<file path="src/rtl/lgn_image_rx.sv">
// rtl/lgn_image_rx.sv - LGN image byte receiver with double-buffered 256-bit frame output
// Optional idle-gap pointer resync is enabled by defining LGN_RX_RESYNC_EN.
module lgn_image_rx #(
    parameter int BYTES_PER_FRAME    = 32,
    parameter int COUNT_WIDTH        = 16,
    parameter int IDLE_RESYNC_CYCLES = 4
) (
    input  logic                           clk,
    input  logic                           rst_n,
    input  logic                           ena,
    input  logic [7:0]                     byte_in,
    input  logic                           we_n,
    input  logic                           frame_ack,
    output logic [8*BYTES_PER_FRAME-1:0]   frame_out,
    output logic                           frame_valid,
    output logic                           frame_pending,
    output logic                           overrun,
    output logic [$clog2(BYTES_PER_FRAME)-1:0] byte_ptr,
    output logic [COUNT_WIDTH-1:0]         frame_count
);

    localparam int FW = 8 * BYTES_PER_FRAME;
    localparam int PW = $clog2(BYTES_PER_FRAME);
    localparam logic [PW-1:0] LAST_SLOT = PW'(BYTES_PER_FRAME - 1);

    logic [FW-1:0] assembly;
    logic [FW-1:0] merged;
    logic          accept;
    logic          complete;
    logic          resync;

    assign accept   = ena && !we_n;
    assign complete = accept && (byte_ptr == LAST_SLOT);

    // Assembly with this cycle's byte already in place, so completion publishes all slots.
    always_comb begin
        merged = assembly;
        merged[8*byte_ptr +: 8] = byte_in;
    end

`ifdef LGN_RX_RESYNC_EN
    localparam int IW = $clog2(IDLE_RESYNC_CYCLES + 1);
    localparam logic [IW-1:0] IDLE_MAX = IW'(IDLE_RESYNC_CYCLES);

    logic [IW-1:0] idle_cnt;

    // Fires on the idle cycle that brings the count up to the limit; the counter then saturates.
    assign resync = ena && we_n && (idle_cnt == IDLE_MAX - 1'b1);

    always_ff @(posedge clk or negedge rst_n) begin
        if (!rst_n) begin
            idle_cnt <= '0;
        end else if (accept) begin
            idle_cnt <= '0;
        end else if (ena && we_n && idle_cnt != IDLE_MAX) begin
            idle_cnt <= idle_cnt + 1'b1;
        end
    end
`else
    assign resync = 1'b0 & (IDLE_RESYNC_CYCLES > 0);
`endif

    always_ff @(posedge clk or negedge rst_n) begin
        if (!rst_n) begin
            assembly      <= '0;
            byte_ptr      <= '0;
            frame_out     <= '0;
            frame_valid   <= 1'b0;
            frame_pending <= 1'b0;
            overrun       <= 1'b0;
            frame_count   <= '0;
        end else begin
            frame_valid <= complete;

            if (resync) begin
                byte_ptr <= '0;
                assembly <= '0;
            end else if (accept) begin
                assembly <= merged;
                byte_ptr <= complete ? '0 : byte_ptr + 1'b1;
            end

            if (complete) begin
                frame_out   <= merged;
                frame_count <= frame_count + 1'b1;
            end

            // Newest frame always wins; overrun only records that one was never acknowledged.
            if (ena) begin
                if (complete) begin
                    frame_pending <= 1'b1;
                    if (frame_pending && !frame_ack) begin
                        overrun <= 1'b1;
                    end
                end else if (frame_ack) begin
                    frame_pending <= 1'b0;
                end
            end
        end
    end

endmodule
</file>
<file path="config.mk">
export PLATFORM = sky130hd
export DESIGN_NAME = lgn_image_rx
export DESIGN_NICKNAME = d
export VERILOG_FILES = /design/src/rtl/lgn_image_rx.sv
export SDC_FILE = /design/constraint.sdc
export NUM_CORES = 1
export LEC_CHECK = 0
export BUFFER_PORTS_ARGS = -buffer_cell sky130_fd_sc_hd__buf_4
export CAP_MARGIN = 40
export CORE_UTILIZATION = 30
export CTS_CLUSTER_DIAMETER = 40
export DETAILED_ROUTE_END_ITERATION = 10
export SLEW_MARGIN = 20
export SYNTH_ARGS = -nofsm -noshare
export SYNTH_HDL_FRONTEND = slang
export SYNTH_SLANG_ARGS = --single-unit
</file>
<file path="constraint.sdc">
create_clock -name clk -period 10.9 [get_ports clk]
set_input_delay 0.545 -clock clk [delete_from_list [all_inputs] [get_ports clk]]
set_output_delay 0.545 -clock clk [all_outputs]
set_load 0.02 [all_outputs]
</file>
==> metrics <==
status=finished with violations; failing checks=hold timing; Synth Instances=2,192; GP Congestion=0.876; DP Cell Count=3,413; Least-Margin Pin Slew=0.992 ns; share of cells above drive strength 1=0.252; Critical Path AT=4.81 ns; Final Non-Filler Cells=3,584; Final ANT Viol Nets=0; max cap viols=0; fin worst setup slack=6.57 ns; Wirelength per Cell=20.9 um; largest net degree at the start of global routing=182; Power Total=7.49 mW; RR Endpoint=frame_out[224]$_DFFE_PN0P_; hold slack final=-0.00642 ns; Worst-path clk slew=0.05 ns; TritonCTS clock tree=done; Final period util=0.398; post-synthesis cell area=23,400 um2; hold_buf cts=0; Clock Skews=0.0264 ns; CTS sink cnt=536; fraction of registers with async set/reset=1.00; worst r2r path cells=9; number of distinct library cells after synthesis=59; Critical Path Sink Type=register; overall die width=281 um; Tmin final=4.33 ns; synth warn=0; Lkg Pwr=14.7 nW; Iter 0 DRT Violations=1,353; DR pass1 iterations=5; WP data required=11.37 ns; CTS buffer count=92; fin area=29,900 um2; initial antenna violation count=0; mean area per synthesized cell=10.7 um2; Primary FF master, synth=dfrtp_1; max frequency=0.231 GHz; post-layout utilization of the core=0.391; final setup violation count=0; r2r setup slk=6.57 ns; final net count=2,498; Hold Path Class=primary input to async pin; Slew Limit Headroom=0.338; RSZ-0062 raised after global routing=false; DRC Markers=0; Bufs on Longest Clock Path=3; Max Slew Vio Count=0; Starting Density=0.305; Worst Path Max Fanout=27; GRT Total Usage=0.189; Layout area overhead=28.1%; final wirelength=74,900 um; path type of the worst setup path=register to register; sequential cell area fraction in the yosys report=0.574; first-pass GRT wire length=113,000 um; final-report hold violation count=3; type of origin of the critical path=register; Place WS=6.64 ns; post-CTS sizing=0; syn nets=2,210; total congestion overflow=0; Core Rows=101; port buffer count=292; Synth Register Bits=536; IO Pins=293; number of global-route vias before repair=18,000; antenna cell count=0; Die Ht=281 um; setup tns final=0 ns; DR vias=17,800; worst-skew pair later-pin latency=0.64 ns; VDD IR max=133 uV; CP Launch Point=byte_ptr[0]$_DFFE_PN0P_; Post-CTS Setup Bufs=0; CTS Root Buffer Type=clkbuf_16; die area=79,000 um2; Post-synth EDFFs=0; Final HPWL DP=53,000 um; placed instance area=26,600 um2; Layout fillers=7,490; most frequent cells in the layout=dfrtp_1 (536), nand2_1 (346), buf_4 (309); Core Region=76,600 um2; Avg Vias per Cell=4.95; pwr dens=250 nW/um2; commonest non-fill, non-tap cell in the layout=dfrtp_1; worst r2r src=byte_ptr[0]$_DFFE_PN0P_; H-tree Lvls=3; end of the critical path=frame_out[224]$_DFFE_PN0P_
kinds of logic (layout without fill, tap and decap cells):
family,count (synthesis),after routing,share of synthesized area
flops,536,536,0.574
buf+inv,132,494,0.0231
compound gates,442,442,0.108
mux,318,318,0.143
simple gates,740,740,0.142
fa+ha+maj,5,5,0.00268
xor+xnor,19,19,0.00744
synth_stat cells (5+ instances only):
cell type	count	area share
dfrtp_1	536	0.57
nand2_1	347	0.056
o21ai_0	252	0.054
mux2i_1	197	0.084
nor2_1	190	0.031
a21oi_1	122	0.026
mux2_2	120	0.058
clkbuf_1	89	0.014
and3_1	61	0.016
nand3_1	54	0.012
a221o_1	35	0.015
buf_2	24	0.0051
and2_1	16	0.0043
xnor2_1	13	0.0049
nand3_2	10	0.0043
nor3_1	10	0.0021
inv_1	8	0.0013
buf_1	7	0.0011
nand2b_1	7	0.0019
nand4_1	6	0.0016
nor2b_1	6	0.0016
a31oi_1	5	0.0013
ha_1	5	0.0027
nor4_1	5	0.0013
xor2_1	5	0.0019
worst min path at each step:
stage / slack, ns / cells past startpoint / end / start
2_1_floorplan: 0.25 / 0 / assembly[0]$_DFFE_PN0P_ / rst_n
3_3_place_gp: 0.45 / 1 / overrun$_DFFE_PN0P_ / overrun$_DFFE_PN0P_
3_5_place_dp: 0.46 / 2 / assembly[104]$_DFFE_PN0P_ / assembly[104]$_DFFE_PN0P_
4_1_cts: 0.01 / 1 / assembly[242]$_DFFE_PN0P_ / rst_n
5_1_grt: 0.03 / 1 / assembly[188]$_DFFE_PN0P_ / rst_n
6_report: -0.006 / 1 / assembly[188]$_DFFE_PN0P_ / rst_n
critical path, stage by stage, from the launching register on:
cell,delay [ns]
dfrtp_1,0.82
inv_1,0.10
ha_1,0.48
nor3b_1,0.26
ha_1,0.49
or3b_2,0.53
mux2i_4,0.57
and2_1,0.52
mux2i_1,0.28
o21ai_0,0.10
per-layer routing:
metal	part of all wire	vias up	GRT usage
met2	0.48	499	0.309
met4	0.023	0	0.0579
met1	0.43	8867	0.247
li1	-	8268	-
met3	0.065	119	0.0446
met5	0	-	0
area by class of cell:
class | instances | area [um2] | share of cell area
Clock buffer | 111 | 2520 | 0.0841
Sequential cell | 536 | 13400 | 0.448
Inverter | 8 | 35.0 | 0.00117
Tap cell | 1030 | 1290 | 0.0430
Multi-Input combinational cell | 1524 | 9470 | 0.316
Timing Repair Buffer | 318 | 2490 | 0.0833
Clock inverter | 57 | 723 | 0.0242
registers in the layout, indices dropped and copies added, names as in the netlist:
signal         count
assembly         256
frame_valid        1
frame_pending      1
frame_count       16
byte_ptr           5
frame_out        256
overrun            1
report_power, final:
group / internal (mW) / leakage (nW) / switching [mW] / total (mW)
clock network: 1.93 / 1.55 / 1.07 / 3.00
logic: 0.613 / 5.68 / 1.36 / 1.97
registers: 2.29 / 7.45 / 0.225 / 2.51
(Power assumes the default switching activity.)
